File: src/rtl/pdm_mic_capture.sv
// PDM microphone front end: divides clk into the mic bit clock, samples the data
// line once per bit and delivers boxcar ones-counts over valid/ready.
module pdm_mic_capture #(
   parameter int CLK_DIV      = 100,
   parameter int DECIM        = 64,
   parameter int WARMUP_WORDS = 4,
   parameter int PCM_W        = $clog2(DECIM + 1)
) (
   input  logic             clk,
   input  logic             reset,
   input  logic             enable,
   input  logic             mic_data,
   output logic             mic_clk,
   output logic             mic_lrsel,
   output logic [PCM_W-1:0] pcm_data,
   output logic             pcm_valid,
   input  logic             pcm_ready,
   output logic             overrun
);

   localparam int DIV_W  = $clog2(CLK_DIV);
   localparam int BIT_W  = $clog2(DECIM);
   localparam int WARM_W = (WARMUP_WORDS > 0) ? $clog2(WARMUP_WORDS + 1) : 1;

   typedef enum logic [1:0] {
      IDLE   = 2'd0,
      WARMUP = 2'd1,
      RUN    = 2'd2
   } state_t;

   state_t             state_q, state_d;
   logic [DIV_W-1:0]   div_cnt_q, div_cnt_d;
   logic [BIT_W-1:0]   bit_cnt_q, bit_cnt_d;
   logic [PCM_W-1:0]   acc_q, acc_d;
   logic [WARM_W-1:0]  warm_cnt_q, warm_cnt_d;
   logic               mic_clk_q, mic_clk_d;
   logic [PCM_W-1:0]   pcm_data_q, pcm_data_d;
   logic               pcm_valid_q, pcm_valid_d;
   logic               overrun_q, overrun_d;

   logic               strobe;
   logic               word_done;
   logic [PCM_W-1:0]   word;

   always_comb begin
      state_d     = state_q;
      div_cnt_d   = div_cnt_q;
      bit_cnt_d   = bit_cnt_q;
      acc_d       = acc_q;
      warm_cnt_d  = warm_cnt_q;
      pcm_data_d  = pcm_data_q;
      pcm_valid_d = pcm_valid_q;
      overrun_d   = overrun_q;

      strobe    = (state_q != IDLE) && (div_cnt_q == DIV_W'(CLK_DIV - 1));
      word_done = strobe && (bit_cnt_q == BIT_W'(DECIM - 1));
      word      = acc_q + PCM_W'(mic_data);

      if (!enable) begin
         state_d     = IDLE;
         div_cnt_d   = '0;
         bit_cnt_d   = '0;
         acc_d       = '0;
         warm_cnt_d  = '0;
         pcm_valid_d = 1'b0;
      end else begin
         case (state_q)
            IDLE: begin
               state_d    = (WARMUP_WORDS == 0) ? RUN : WARMUP;
               div_cnt_d  = '0;
               bit_cnt_d  = '0;
               acc_d      = '0;
               warm_cnt_d = '0;
               overrun_d  = 1'b0;
            end
            default: begin
               div_cnt_d = strobe ? '0 : div_cnt_q + 1'b1;
               if (word_done) begin
                  acc_d     = '0;
                  bit_cnt_d = '0;
               end else if (strobe) begin
                  acc_d     = word;
                  bit_cnt_d = bit_cnt_q + 1'b1;
               end

               if (state_q == WARMUP) begin
                  if (word_done) begin
                     warm_cnt_d = warm_cnt_q + 1'b1;
                     if (warm_cnt_q == WARM_W'(WARMUP_WORDS - 1))
                        state_d = RUN;
                  end
               end else begin
                  // Handshake first, so a completion in the same cycle is a clean replace.
                  if (pcm_valid_q && pcm_ready)
                     pcm_valid_d = 1'b0;
                  if (word_done) begin
                     if (!pcm_valid_q || pcm_ready) begin
                        pcm_data_d  = word;
                        pcm_valid_d = 1'b1;
                     end else begin
                        overrun_d = 1'b1;
                     end
                  end
               end
            end
         endcase
      end

      // Look-ahead so the registered mic_clk matches the phase of div_cnt_d.
      mic_clk_d = (state_d != IDLE) && (div_cnt_d < DIV_W'(CLK_DIV / 2));
   end

   always_ff @(posedge clk or negedge reset) begin
      if (!reset) begin
         state_q     <= IDLE;
         div_cnt_q   <= '0;
         bit_cnt_q   <= '0;
         acc_q       <= '0;
         warm_cnt_q  <= '0;
         mic_clk_q   <= 1'b0;
         pcm_data_q  <= '0;
         pcm_valid_q <= 1'b0;
         overrun_q   <= 1'b0;
      end else begin
         state_q     <= state_d;
         div_cnt_q   <= div_cnt_d;
         bit_cnt_q   <= bit_cnt_d;
         acc_q       <= acc_d;
         warm_cnt_q  <= warm_cnt_d;
         mic_clk_q   <= mic_clk_d;
         pcm_data_q  <= pcm_data_d;
         pcm_valid_q <= pcm_valid_d;
         overrun_q   <= overrun_d;
      end
   end

   assign mic_clk   = mic_clk_q;
   assign mic_lrsel = 1'b0;
   assign pcm_data  = pcm_data_q;
   assign pcm_valid = pcm_valid_q;
   assign overrun   = overrun_q;

endmodule

File: config.mk
export PLATFORM = sky130hd
export DESIGN_NAME = pdm_mic_capture
export DESIGN_NICKNAME = d
export VERILOG_FILES = /design/src/rtl/pdm_mic_capture.sv
export SDC_FILE = /design/constraint.sdc
export NUM_CORES = 1
export LEC_CHECK = 0
export ABC_CLOCK_PERIOD_IN_PS = 2760
export CAP_MARGIN = 10
export CORE_ASPECT_RATIO = 1.1
export CORE_UTILIZATION = 39
export DETAILED_ROUTE_END_ITERATION = 10
export MAX_ROUTING_LAYER = met4
export SETUP_SLACK_MARGIN = 0.4
export SYNTH_ARGS = -nofsm -noshare
export SYNTH_HDL_FRONTEND = slang
export SYNTH_SLANG_ARGS = --single-unit
File: constraint.sdc
create_clock -name clk -period 2.76 [get_ports clk]
set_input_delay 0.552 -clock clk [delete_from_list [all_inputs] [get_ports clk]]
set_output_delay 0.552 -clock clk [all_outputs]
set_load 0.05 [all_outputs]
# Word-level counts from Yosys, hierarchy flattened
# Cells that the tools add are included.
op_classes:
  n_addsub: 4
  magnitude_cmp: 1
  eq_ne: 11
  mux: 30
  n_bitwise: 2
  reduce_logical: 14
ops:
  columns: ["op", "n"]
  rows:
  - ["7-bit two-way mux", 7]
  - ["6-bit two-way mux", 4]
  - ["3-bit two-way mux", 4]
  - ["1-bit two-way mux", 10]
  - ["2-bit two-way mux", 5]
  - ["7-bit by 1-bit adder with 7-bit output", 1]
  - ["7-bit by 1-bit adder with 7-bit output, second input constant", 1]
  - ["7-bit equality test, second input constant", 1]
  - ["7-bit by 6-bit < comparator with 1-bit output, second input constant", 1]
  - ["6-bit by 1-bit adder with 6-bit output, second input constant", 1]
  - ["6-bit equality test, second input constant", 1]
  - ["3-bit by 1-bit != test with 1-bit output, second input constant", 2]
  - ["2-bit nonzero test", 3]
  - ["5-bit AND reduction", 1]
  - ["1-bit logical AND", 4]
  - ["2-bit by 1-bit != test with 1-bit output, second input constant", 2]
  - ["2-bit != test, second input constant", 2]
  - ["4-bit by 1-bit != test with 1-bit output, second input constant", 1]
  - ["2-bit AND reduction", 2]
  - ["4-bit AND reduction", 1]
  - ["3-bit by 1-bit adder with 3-bit output, second input constant", 1]
  - ["3-bit by 2-bit equality test with 1-bit output, second input constant", 1]
  - ["2-bit by 1-bit equality test with 1-bit output, second input constant", 1]
  - ["2-bit zero test", 1]
  - ["other kinds (3)", 4]
totals:
  register_bits: 35
  inputBits: 5
  wordCells: 71

# Logic depth before layout (Yosys ltp)
logic_depth:
  ltp_word: 9
  mapped_depth: 8
  depth_no_buf: 6

# Worst setup path after synthesis
# No wires, ideal clock.
synth_path:
  path_kind: "reg-to-reg"
  startpoint: "register div_cnt_q[0]"
  endpoint: "register pcm_data_q[0] (netlist: pcm_data[0])"
  setup_ps: 125
  arrival_ps: 2033
  t_required_ps: 2635
  setup_slack_ps: 602
  stages_incl_launch_ff: 7
  period_less_slack_ps: 2158
  path_cell_list: "dfrtp_1 > ha_1 > nand4bb_1 > or3b_1 > buf_6 > a2111o_1 > mux2_4"
synth_between:
  elab_chain_len: 4
synth_rtl:
  columns: ["item", "line", "source"]
  rows:
  - ["from (decl)", "32", "logic [DIV_W-1:0] div_cnt_q, div_cnt_d;"]
  - ["from (signal assigned)", "126", "div_cnt_q <= div_cnt_d;"]
  - ["7-bit equality test", "55", "strobe = (state_q != IDLE) && (div_cnt_q == DIV_W'(CLK_DIV - 1));"]
  - ["1-bit logical AND", "55", null]
  - ["1-bit logical AND", "56", "word_done = strobe && (bit_cnt_q == BIT_W'(DECIM - 1));"]
  - ["5-bit AND reduction (no line)", null, null]
  - ["to (signal assigned)", "131", "pcm_data_q <= pcm_data_d;"]
  - ["to (decl)", "37", "logic [PCM_W-1:0] pcm_data_q, pcm_data_d;"]
# Every way passes these cells.
# A chain may end at the register's enable or synchronous reset.

# Final worst setup path
# Ends and elaborated chain as after synthesis.

==> results.json <==
{
  "ys_ff_latch": 35,
  "cts_buffers": 5,
  "synth_top_family_by_area": "simple AND/OR/NAND/NOR gates",
  "post_cts_buffers": 0,
  "grt_util_met3": 0.03750,
  "routed_via_density": 5.188,
  "grt_max_degree": 36,
  "status": "finished, final reports clean",
  "clk_pin_slew_ps": 60,
  "yosysTopAreaCell": "dfrtp_1",
  "worstSetupEndpointType": "register",
  "maxCapViolations": 0,
  "synth.area.mux_share": 0.03972,
  "synth_compound_area_frac": 0.1366,
  "yosysSeqAreaShare": 0.4878,
  "gr-total-overflow": 0,
  "synth_xor_area_frac": 0.06829,
  "hp-class": "reg2reg",
  "multi_input_area_um2": 880.8,
  "wl_per_cell_um": 12.82,
  "yosysTopAreaCellShare": 0.4878,
  "top_usage_layer": "met2",
  "fillers": 400,
  "clock_skew_ps": 2.256,
  "cts_tree": "done",
  "crit_family": "simple AND/OR/NAND/NOR gates",
  "critPathMaxStageDelay_ps": 510,
  "finalCriticalPeriod_ps": 2130,
  "setup_viol": 0,
  "root_buffer": "clkbuf_8",
  "syn-mean-instance-area_um2": 10.14,
  "synth.area.top_cells": "dfrtp_1 (49%), nand2_1 (4.8%), ha_1 (4.2%), xor2_1 (3.9%), nor2_1 (3.6%)",
  "crit_slowest_cell": "a2111o_2",
  "grt_pass1_wl_um": 5692,
  "ctsLongestPathBuffers": 2,
  "layout_commonest_cell": "dfrtp_1",
  "start_util": 0.4129,
  "finalWorstSetupSlack_ps": 629.8,
  "p_per_area_nw_per_um2": 459.7,
  "synthAdderAreaFrac": 0.04181,
  "clkLatencyLatePin_ps": 290,
  "final_cells": 250,
  "vdd_drop_max_uv": 306.9,
  "path_buf_inv": 0,
  "period_share": 0.7718,
  "start_kind": "register",
  "rsz0062_at_grt": "no",
  "design.core.area_um2": 4348,
  "grt_pass1_vias": 1304,
  "post-place-ws_ps": 386.4,
  "area_delta_synth_final_pct": 17.70,
  "syn_area_um2": 1795,
  "dieWidth_um": 66.70,
  "dp.cells": 242,
  "finalSetupTns_ps": 0,
  "cellLeakagePower_nw": 0.9118,
  "synth_ff_type": "dfrtp_1",
  "critPathKind": "reg2reg",
  "rows": 25,
  "path_max_fanout": 12,
  "crit_chain": "ha_4 > nand4bb_1 > or3b_1 > a2111o_2 > mux2_4",
  "syn-num-nets": 188,
  "cts_max_level": 2,
  "grt.met1_usage": 0.1930,
  "drc": 0,
  "via_count": 1297,
  "io_pins": 16,
  "ff_latch_area_um2": 875.8,
  "ant_nets": 0,
  "fmax_mhz": 469.4,
  "routed_wl_um": 3206,
  "yosysWarnings": 0,
  "port_buffers": 14,
  "grt_use_total": 0.1636,
  "synth_simple_gate_area_frac": 0.1882,
  "die-area_um2": 4879,
  "worstPathRequired_ps": 2930,
  "hold_violations": 0,
  "place.gp.congestion": 0.8274,
  "final_cell_mix": "dfrtp_1 (35), nand2_1 (23), nor2_1 (17)",
  "use_met2": 0.2559,
  "async_reset_ff_frac": 1.000,
  "die_height_um": 73.16,
  "layout.nets": 206,
  "firstDrtPassIters": 4,
  "synth_edf_count": 0,
  "syn_inst": 177,
  "antenna_found_initial": 0,
  "maxSlewViolCount": 0,
  "antennaDiodeCount": 0,
  "hpwlAfterDp_um": 2330,
  "drive_gt1_frac": 0.1276,
  "drt_iter0_markers": 48,
  "cp.arrival_ps": 2300,
  "clock_sinks": 35,
  "post_cts_hold_buffer_count": 0,
  "synth_cell_type_count": 45
}
==> final cells by class <==
class                           instances  area share
Clock buffer                            8     0.04737
Timing Repair Buffer                   19     0.08407
Sequential cell                        35      0.4144
Tap cell                               54     0.03197
Inverter                                3    0.005329
Multi-Input combinational cell        131      0.4168
==> cell families after synthesis <==
group,count (synthesis)
buffers and inverters,11
other,1
adders and majority gates,6
muxes,6
DFF,35
xor gates and xnor gates,14
and+or+nand+nor,70
AOI/OAI and AO/OA,34
==> where the power goes <==
group          internal (W)  switching (W)
Sequential         0.000517     0.00000413
Combinational     0.0000181      0.0000320
Clock              0.000227       0.000173
==> layer usage <==
metal  vias to the layer above  wire [um]
li1                        649          -
met1                       613       1439
met2                        27       1541
met3                         8        133
met4                         0         92
met5                         -          0
==> worst register-to-register path, cell delays in order (launching register included) <==
cell and delay (ps):
dfrtp_1 440, ha_4 200, nand4bb_1 130, or3b_1 390
a2111o_2 510, mux2_4 350
==> cell usage after synthesis (all sizes together) (2+ instances only) <==
cell,instances
xnor2,6
buf,4
o21ai,11
ha,6
nand3,6
nand2,23
nor2,18
inv,3
a31oi,2
a22o,2
mux2i,3
mux2,3
clkbuf,4
and3,5
nor3,5
nand2b,2
a21oi,5
a41oi,3
xor2,8
nor2b,4
dfrtp,35
==> registers in the layout (all words and copies together), names as in the netlist <==
| signal | flops |
|---|---|
| acc_q | 7 |
| bit_cnt_q | 6 |
| div_cnt_q | 7 |
| mic_clk | 1 |
| overrun | 1 |
| pcm_data | 7 |
| pcm_valid | 1 |
| state_q | 2 |
| warm_cnt_q | 3 |
==> timing repair <==
action / 4_1_cts / 5_1_grt
setup endpoints to repair: 2 / 13
pin swaps: 0 / 1
gates resized for setup: 1 / 4
==> worst paths after layout <==
kind	start	endpoint	slack (ps)	depth (start not counted)
max in group asynchronous	reset	div_cnt_q[0]$_DFF_PN0_	1770	2
max reg2reg	div_cnt_q[0]$_DFF_PN0_	pcm_data[0]$_DFFE_PN0P_	630	5
min reg2reg	pcm_data[5]$_DFFE_PN0P_	pcm_data[5]$_DFFE_PN0P_	470	2
max	div_cnt_q[0]$_DFF_PN0_	pcm_data[0]$_DFFE_PN0P_	630	5
min in group asynchronous	reset	pcm_data[3]$_DFFE_PN0P_	670	2
min	pcm_data[5]$_DFFE_PN0P_	pcm_data[5]$_DFFE_PN0P_	470	2
==> stage by stage <==
| step | instance area, um2 | hold WS, ps | util | power, W |
|---|---|---|---|---|
| after floorplan | 1795 | 256.4 | - | 0.0005539 |
| after global placement | 1988 | 462.3 | 0.4573 | 0.0005790 |
| after detailed placement | 1988 | 467.7 | 0.4573 | 0.0005807 |
| after CTS | 2090 | 482.7 | 0.4806 | 0.0009870 |
| after global routing | 2113 | 497.8 | 0.4860 | 0.001006 |
| final | 2113 | 473.9 | 0.4860 | 0.0009714 |
No activity file was read; power rests on OpenSTA's default activity.
